--- src/rtl/param_universal_shift_register.sv ---
// WIDTH-bit universal shift register: hold, shift right/left, parallel load, shift counter.
// Optional rotate on shifts when USR_ROTATE_EN is defined.
module param_universal_shift_register #(
   parameter int               WIDTH     = 4,
   parameter logic [WIDTH-1:0] RESET_VAL = '0,
   localparam int              CW        = $clog2(WIDTH + 1)
) (
   input  logic             clk,
   input  logic             rstn,
   input  logic             en,
   input  logic [1:0]       mode,
   input  logic             si_r,
   input  logic             si_l,
   input  logic             rot,
   input  logic [WIDTH-1:0] d,
   output logic [WIDTH-1:0] q,
   output logic             so_r,
   output logic             so_l,
   output logic [CW-1:0]    cnt,
   output logic             done
);

   localparam logic [CW-1:0] CMAX = CW'(WIDTH);

   logic [WIDTH-1:0] r_q;
   logic [CW-1:0]    r_cnt;
   logic             w_in_r;
   logic             w_in_l;
   logic             w_shift;

`ifdef USR_ROTATE_EN
   assign w_in_r = rot ? r_q[0]       : si_r;
   assign w_in_l = rot ? r_q[WIDTH-1] : si_l;
`else
   logic w_unused;
   assign w_unused = rot;
   assign w_in_r   = si_r;
   assign w_in_l   = si_l;
`endif

   assign w_shift = en & (mode[1] ^ mode[0]);

   always_ff @(posedge clk or negedge rstn) begin
      if (!rstn) begin
         r_q <= RESET_VAL;
      end else if (en) begin
         case (mode)
            2'b00: r_q <= r_q;
            2'b01: r_q <= {w_in_r, r_q[WIDTH-1:1]};
            2'b10: r_q <= {r_q[WIDTH-2:0], w_in_l};
            2'b11: r_q <= d;
         endcase
      end
   end

   // Load clears, shifts count up and stick at WIDTH
   always_ff @(posedge clk or negedge rstn) begin
      if (!rstn) begin
         r_cnt <= '0;
      end else if (en && mode == 2'b11) begin
         r_cnt <= '0;
      end else if (w_shift && r_cnt != CMAX) begin
         r_cnt <= r_cnt + 1'b1;
      end
   end

   assign q    = r_q;
   assign so_r = r_q[0];
   assign so_l = r_q[WIDTH-1];
   assign cnt  = r_cnt;
   assign done = (r_cnt == CMAX);

endmodule

--- config.mk ---
export PLATFORM = sky130hd
export DESIGN_NAME = param_universal_shift_register
export DESIGN_NICKNAME = d
export VERILOG_FILES = /design/src/rtl/param_universal_shift_register.sv
export SDC_FILE = /design/constraint.sdc
export NUM_CORES = 1
export LEC_CHECK = 0
export BUFFER_PORTS_ARGS = -buffer_cell sky130_fd_sc_hd__buf_4
export CAP_MARGIN = 20
export CELL_PAD_IN_SITES_DETAIL_PLACEMENT = 1
export CELL_PAD_IN_SITES_GLOBAL_PLACEMENT = 1
export CORE_MARGIN = 1
export CORE_UTILIZATION = 31
export CTS_CLUSTER_DIAMETER = 200
export DETAILED_ROUTE_END_ITERATION = 10
export PLACE_DENSITY = 0.77
export SYNTH_ARGS = -nofsm -noshare
export SYNTH_HDL_FRONTEND = slang
export SYNTH_SLANG_ARGS = --single-unit
export TNS_END_PERCENT = 5
--- constraint.sdc ---
create_clock -name clk -period 1.4 [get_ports clk]
set_input_delay 0.21 -clock clk [delete_from_list [all_inputs] [get_ports clk]]
set_output_delay 0.21 -clock clk [all_outputs]
set_load 0.02 [all_outputs]
-- Word-level counts from Yosys, hierarchy flattened
Index checks and enable logic that the tools add are counted.
Widths: inputs -> output; s select.
- bits in registers: 7
- output and inout port bits: 10
- $add $sub $neg: 1
- equal/unequal tests: 5
- multiplexer cells: 3
- bitwise operators: 3
- reductions and logical operators: 5
- operator list (cell ; count):
    $pmux 4 s3 ; 1
    $mux 3 ; 2
    $eq 2x2->1 const B ; 2
    $add 3x1->3 const B ; 1
    $eq 3x3->1 const B ; 1
    $ne 3x3->1 const B ; 1
    $eq 2x1->1 const B ; 1
    $logic_and 1x1->1 ; 2
    $logic_not 2->1 ; 1
    $reduce_and 2->1 ; 1
    $reduce_bool 2->1 ; 1
    $and 1x1->1 ; 1
    $not 1->1 ; 1
    $xor 1x1->1 ; 1

-- Logic depth before layout (Yosys ltp)
Gate-level depths: netlist (run 1).
- depth after elaboration: 5
- gate-level depth with buffers: 5
- mapped depth without buffers: 5

-- Least setup slack after synthesis (run 1)
No wires, ideal clock.
- path type: register to register
- start: register r_cnt[0] (netlist: cnt[0])
- end: register r_cnt[1] (netlist: cnt[1])
- setup time: 121 ps
- data arrival time: 1222 ps
- slack: 57 ps
- cell stages (with the launch flop): 6
- buffers on the path: 0
- clock period less this slack: 1343 ps
- path through: dfrtp_1 inv_1 ha_1 a21boi_2 o21ai_2 a22o_1
- longest elaborated chain between the ends: 3
- elaborated cells between the ends (all ways): 6
- those cells by class: 1 x add/sub; 1 x eq/ne; 2 x mux; 2 x reduce/logical
- RTL lines (element ; RTL line ; source):
    start, declared ; 26 ; logic [CW-1:0] r_cnt;
    start signal, assigned ; 63 ; r_cnt <= r_cnt + 1'b1;
    $add 3x1->3 / $ne 3x3->1 (equally long branches) ; 63, 62 ;
    $mux 3 / $logic_and 1x1->1 (equally long branches) ; 62 ; end else if (w_shift && r_cnt != CMAX) begin
    $mux 3 / $reduce_bool 2->1 (equally long branches) ; - ;
Parallel ways exist; a longest one is shown, timed or not. The select of a mux whose other input is x is not followed.
A chain may end at the register's enable or synchronous reset.

-- Final worst setup path (run 1)
- start: register r_cnt[1] (netlist: cnt[1])
- end: output done
- longest elaborated chain between the ends: 1
- RTL lines (element ; RTL line ; source):
    $eq 3x3->1 ; 71 ; assign done = (r_cnt == CMAX);
    end, declared ; 20 ; output logic done
Every way passes these cells.

==> results of run 1 <==
[metal layers]
layer,track usage,vias to the layer above,wire length [um]
met3,0.0326,2,67
met2,0.298,17,596
met5,0,-,0
li1,-,223,-
met4,0.125,0,8
met1,0.197,197,563
[flip-flops by register name, summed over array words and instances (netlist names)]
register	cells
cnt	3
q	4
[cell families after synthesis]
family	count (synthesis)
and+or+nand+nor	10
DFF	7
AOI/OAI and AO/OA	19
adders and majority gates	5
buffers and inverters	8
[area by class of cell]
cell class | count | share of cell area
tap | 15 | 0.0280
timing repair buffer | 24 | 0.273
inverter | 5 | 0.0280
clock buffer | 4 | 0.0393
multi-input combinational | 34 | 0.370
sequential | 7 | 0.262
[final timing paths]
kind / to / slack [ns] / cells after the start
worst min register to register: q[0]$_DFFE_PN0P_ / 0.56 / 2
worst min-delay path: cnt[2]$_DFFE_PN0P_ / 0.18 / 2
min in group asynchronous: q[0]$_DFFE_PN0P_ / 0.31 / 2
worst max-delay path: done / 0.06 / 4
worst max register to register: cnt[1]$_DFFE_PN0P_ / 0.07 / 6
max in group asynchronous: cnt[0]$_DFFE_PN0P_ / 0.96 / 2
[metrics by stage]
stage / power, uW / worst slack (ns) / util / std cells
2_1_floorplan: 550 / 0.0571 / - / 49
3_3_place_gp: 713 / 0.0948 / 0.456 / 82
3_5_place_dp: 725 / 0.0849 / 0.456 / 82
4_1_cts: 946 / 0.00188 / 0.488 / 88
5_1_grt: 1040 / -0.0155 / 0.496 / 89
6_report: 956 / 0.0583 / 0.496 / 89
[cells in the mapped netlist]
cell type,count,share of area
o21ai_1,4,0.043
nor2_1,1,0.0081
a22o_1,6,0.11
a31oi_1,1,0.013
ha_1,5,0.13
a41o_1,1,0.022
a21boi_2,1,0.024
and2_1,1,0.013
nor2_2,1,0.013
buf_6,1,0.024
nand2_1,5,0.040
nor3b_1,1,0.016
buf_4,2,0.032
dfrtp_1,7,0.38
nand2b_1,1,0.013
a21oi_1,5,0.054
inv_1,5,0.040
o21ai_2,1,0.019
[power groups by stage]
stage / sequential [uW] / clock [uW] / combinational, uW
floorplan: 366 / 0 / 183
global placement: 305 / 0 / 408
detailed placement: 308 / 0 / 417
CTS: 298 / 204 / 443
global route: 306 / 212 / 518
finish: 298 / 190 / 469
[worst max-delay path, cell delays in order, from the launching register on]
cell	delay, ns
dfrtp_1	0.37
inv_1	0.07
ha_2	0.18
and2_1	0.12
buf_4	0.13
[repair_timing]
| item | in CTS | in global routing |
|---|---|---|
| pin swaps | 0 | 1 |
| hold buffers | 1 | 0 |
| setup buffers | 1 | 1 |
| setup endpoints to repair | 1 | 1 |
| endpoints found under the hold margin | 7 | 0 |
| resized for setup | 0 | 1 |
==> run metrics, run 1 <==
CTS Buf Count 3; row count 13; Synth warnings 0; clk_skew 0.00718 ns; vias after detailed routing ~440; Syn Inst Count 49; fin crit share 0.958; I/O pin count 22; design area ~670 um2; Slew Limit Fails 0; run status finished clean; Min-Delay Startpoint en; Detailed Routing Iterations Pass 1 2; r2r startpoint cnt[1]$_DFFE_PN0P_; area taken by multi-input logic gates 248 um2; Max rail drop VDD ~0.54 mV; Pleak 0.000355 uW; Synth Area in Compound Gates 0.288; antenna cells 0; sw frac 0.383; Flop pwr share 0.311; # H-tree levels 1; CTS root buf clkbuf_4; GRT Util Overall 0.176; Clk pwr share 0.199; worst-path maximum fanout 2; Critical Path AT 1.13 ns; Initial Util 0.345; Mapped Nets 66; sequential area share after synthesis 0.376; Max Buffers Root-to-Sink 2; Req. time, crit path 1.19 ns; global route overflow 0; setup TNS 0 ns; share of layout cells above drive strength 1 0.405; Power Density 1430 nW/um2; fin crit period 1.34 ns; largest net degree at the start of global routing 10; clock transition at the registers of the reported paths 0.06 ns; fmax ~750 MHz; Die Span X between 40 and 50 um; CTS tree built; Slew @ Worst Pin 0.369 ns; global-route wire length before repair 1840 um; vias in the first global route 430; most common cell after layout, fill and taps aside buf_4; Die Y 40.8 um; Max-Cap Viols 0; critical path class flip-flop to output pin; XOR/XNOR Fraction of Synth Area 0; Net count, final 92; DRC violations left 0; Core Region 1350 um2; CP Capture Type output pin; HP Class input port to flip-flop; Synth Cell Area 465 um2; worst setup path startpoint cnt[1]$_DFFE_PN0P_; Unique masters post-synth 18; Post-Synth Simple-Gate Area 0.105; gp weighted congestion 0.698; WL/cell between 10 and 15 um; Fin Hold WS 0.178 ns; clock sinks 7; Die ar. 1660 um2; multiplexer area fraction after synthesis 0; sequential cell area around 180 um2; Filler Cell Count 169; internal power 590 uW; starting DRC count in detailed routing 1; post-synthesis register bit count 7; Sw Pwr 367 uW; main combinational cell family by area after synthesis compound AO/OA/AOI/OAI gates; hpwl dp 900 um; Vias/cell 4.93; Synth Area per Inst around 9.5 um2; post-synthesis adder-cell area fraction 0.134; commonest non-fill, non-tap cells in the layout buf_4, dfrtp_1, a22o_1; antenna violations before repair 0; Combinational Power Share 0.490; Setup violations, final 0; Slew headroom 0.754; Worst setup SP type flip-flop; I/O Buffers 20; Final Routed Wirelength between 1000 and 1500 um; clock latency on the worst-skew pair ~0.25 ns; Syn-to-layout area delta 43.8%; ANT nets after route 0; Hold Fails Final Rpt 0; Placed Area around 620 um2
Power figures use the tool's default switching activity.
==> run 2: changes to the inputs <==
==> constraint.sdc (replaced) <==
create_clock -name clk -period 1.3 [get_ports clk]
set_input_delay 0.195 -clock clk [delete_from_list [all_inputs] [get_ports clk]]
set_output_delay 0.195 -clock clk [all_outputs]
set_load 0.02 [all_outputs]
==> run 2 against run 1 <==
Against the previous run: the run now ends with negative setup slack left; combinational power is 30% higher; setup slack worse by 0.061 ns; die area stayed put; final cell count is 2.2% higher; largest cell class unchanged; largest power group unchanged; highest routed layer unchanged.
==> run metrics, run 2 (synthesized netlist as in run 1, its figures left out) <==
Slew @ Worst Pin 0.395 ns (+0.0263 ns); path depth of the worst reg2reg path 6 (unchanged); CTS root buf clkbuf_4; Vias/cell 4.92 (-0.19%); Die ar. 1660 um2 (unchanged); WL/cell 13.7 um (-1.2%); Slew Limit Fails 0 (unchanged); Sw Pwr 441 uW (+20%); Power Density 1590 nW/um2 (+12%); worst setup path startpoint cnt[0]$_DFFE_PN0P_; Worst path depth 6 (+2); Clk pwr share 0.178 (-0.021); run status finished, violations left; critical path class flip-flop to flip-flop; CTS Buf Count 3 (unchanged); I/O pin count 22 (unchanged); commonest non-fill, non-tap cells in the layout buf_4, a22o_1, a21oi_1, nand2_1, dfrtp_1; Slew headroom 0.737 (-0.0176); antenna cells 0 (unchanged); area taken by multi-input logic gates 270 um2 (+9.1%); Critical Path AT 1.44 ns (+0.31 ns); Worst setup SP type flip-flop; Setup violations, final 1 (+1); Net count, final 94 (+2.2%); fin crit period 1.30 ns; clk_skew 0.00198 ns (-0.00520 ns); Max-Cap Viols 0 (unchanged); register-to-register setup slack -0.003 ns (-0.07 ns); r2r startpoint cnt[0]$_DFFE_PN0P_; Core Region 1350 um2 (unchanged); gp weighted congestion 0.808 (+16%); RSZ-0062 raised after global routing true; I/O Buffers 20 (unchanged); HP Class input port to flip-flop; clock transition at the registers of the reported paths 0.06 ns (about the same); Max rail drop VDD 0.933 mV (+73%); Critical Path End cnt[1]$_DFFE_PN0P_; sw frac 0.384 (+0.00105); sequential cell area 178 um2 (+1.4%); vias after detailed routing 448 (+2.1%); # H-tree levels 1 (unchanged); design area 721 um2 (+7.7%); antenna violations before repair 0 (unchanged); ANT nets after route 0 (unchanged); Largest register FFs 4 (unchanged); fmax 767 MHz; failing checks negative setup slack; Max Buffers Root-to-Sink 2 (unchanged); Pleak 0.000372 uW (+4.6%); fin worst setup slack -0.00299 ns (-0.0613 ns); Worst Path Buf+Inv 2 (unchanged); CTS tree built; Placed Area 626 um2 (+1.6%); hold depth 2 (unchanged); Flop pwr share 0.291 (-0.020); dpl ws -0.0193 ns (-0.104 ns); reg-to-reg endpoint cnt[1]$_DFFE_PN0P_; cell family with most CP delay compound AO/OA/AOI/OAI gates; Hold Fails Final Rpt 0 (unchanged); Die Y 40.8 um (unchanged); Filler Cell Count 166 (-1.8%); most common cell after layout, fill and taps aside buf_4; starting DRC count in detailed routing 4 (+3); Combinational Power Share 0.531 (+0.041); clock latency on the worst-skew pair 0.25 ns (about the same); Final Routed Wirelength 1250 um (+0.97%); Req. time, crit path 1.44 ns (+0.25 ns); setup TNS -0.00299 ns (-0.00299 ns); vias in the first global route 437 (+1.6%); clock sinks 7 (unchanged); CP Capture Type flip-flop; CP max stage cell dfrtp_2; global route overflow 0 (unchanged); GRT Util Overall 0.190 (+0.0134); largest net degree at the start of global routing 10 (unchanged); hpwl dp 854 um (-5.2%); Util after Layout 0.534 (+0.0380); cells along the critical path inv_2 > ha_4 > buf_6 > a21boi_4 > o21ai_2 > a22o_1; global-route wire length before repair 1960 um (+6.4%); Initial Util 0.345 (unchanged); Detailed Routing Iterations Pass 1 2 (unchanged); DRC violations left 0 (unchanged); worst-path maximum fanout 3 (+1); share of layout cells above drive strength 1 0.500 (+0.0946); Die Span X 40.8 um (unchanged); row count 13 (unchanged); Syn-to-layout area delta 54.8%; internal power 707 uW (+20%); fin crit share 1.00; Worst path max stage delay 0.36 ns (about the same)
## run 2: cell types whose count changed in the layout (fill, tap and decap cells not counted)
cell / change
and2_4: +1
a21boi_4: +1
buf_4: -1
a21boi_2: -1
dfrtp_2: +2
ha_1: -1
buf_6: +3
ha_4: +1
inv_2: +2
dfrtp_1: -2
and2_1: -1
inv_1: -2
## run 2: power by group through the flow
stage	combinational (uW)	sequential, uW	clock, uW
3_5_place_dp	474	328	0
5_1_grt	661	342	231
6_report	610	334	205
4_1_cts	549	332	208
2_1_floorplan	198	399	0
3_3_place_gp	467	325	0
## run 2: timing repair
| action | in CTS | in global routing |
|---|---|---|
| pin swaps | 1 | 4 |
| endpoints found under the setup margin | 1 | 3 |
| endpoints found under the hold margin | 7 | 0 |
| gates resized for setup | 7 | 3 |
| cloned | 0 | 0 |
| hold buffers | 1 | 0 |
| setup buffers | 1 | 2 |
## run 2: layout make-up
class	count	share of cell area
Multi-Input combinational cell	34	0.375
Timing Repair Buffer	26	0.290
Sequential cell	7	0.247
Clock buffer	4	0.0365
Inverter	5	0.0260
Tap cell	15	0.0260
## run 2: worst min-delay path by stage
stage | end | slack, ns | from
CTS | cnt[2]$_DFFE_PN0P_ | 0.16 | en
global placement | q[3]$_DFFE_PN0P_ | 0.01 | rstn
global route | cnt[2]$_DFFE_PN0P_ | 0.16 | en
finish | cnt[2]$_DFFE_PN0P_ | 0.17 | en
detailed placement | q[3]$_DFFE_PN0P_ | 0.01 | rstn
floorplan | cnt[0]$_DFFE_PN0P_ | -0.10 | rstn
## run 2: stage by stage
step                      total power (uW)  instances  hold WS [ns]
after floorplan                        597         49        -0.101
after global placement                 792         83        0.0124
after detailed placement               801         83        0.0123
after CTS                             1090         89         0.162
after global routing                  1230         91         0.162
final                                 1150         91         0.167
## run 2: worst register-to-register path, delay by kind of cell (launching register included)
kind	cells	cell delay (ns)
AO/OA/AOI/OAI	3	0.51
flip-flops	1	0.36
buffers and inverters	2	0.16
adder cells (fa/ha/maj)	1	0.16
## run 2: layer usage
metal / track usage / vias up / share of wire
met5: 0 / - / 0
met2: 0.333 / 16 / 0.48
met4: 0.0500 / 0 / 0.0096
met1: 0.216 / 205 / 0.46
li1: - / 225 / -
met3: 0.0652 / 2 / 0.050
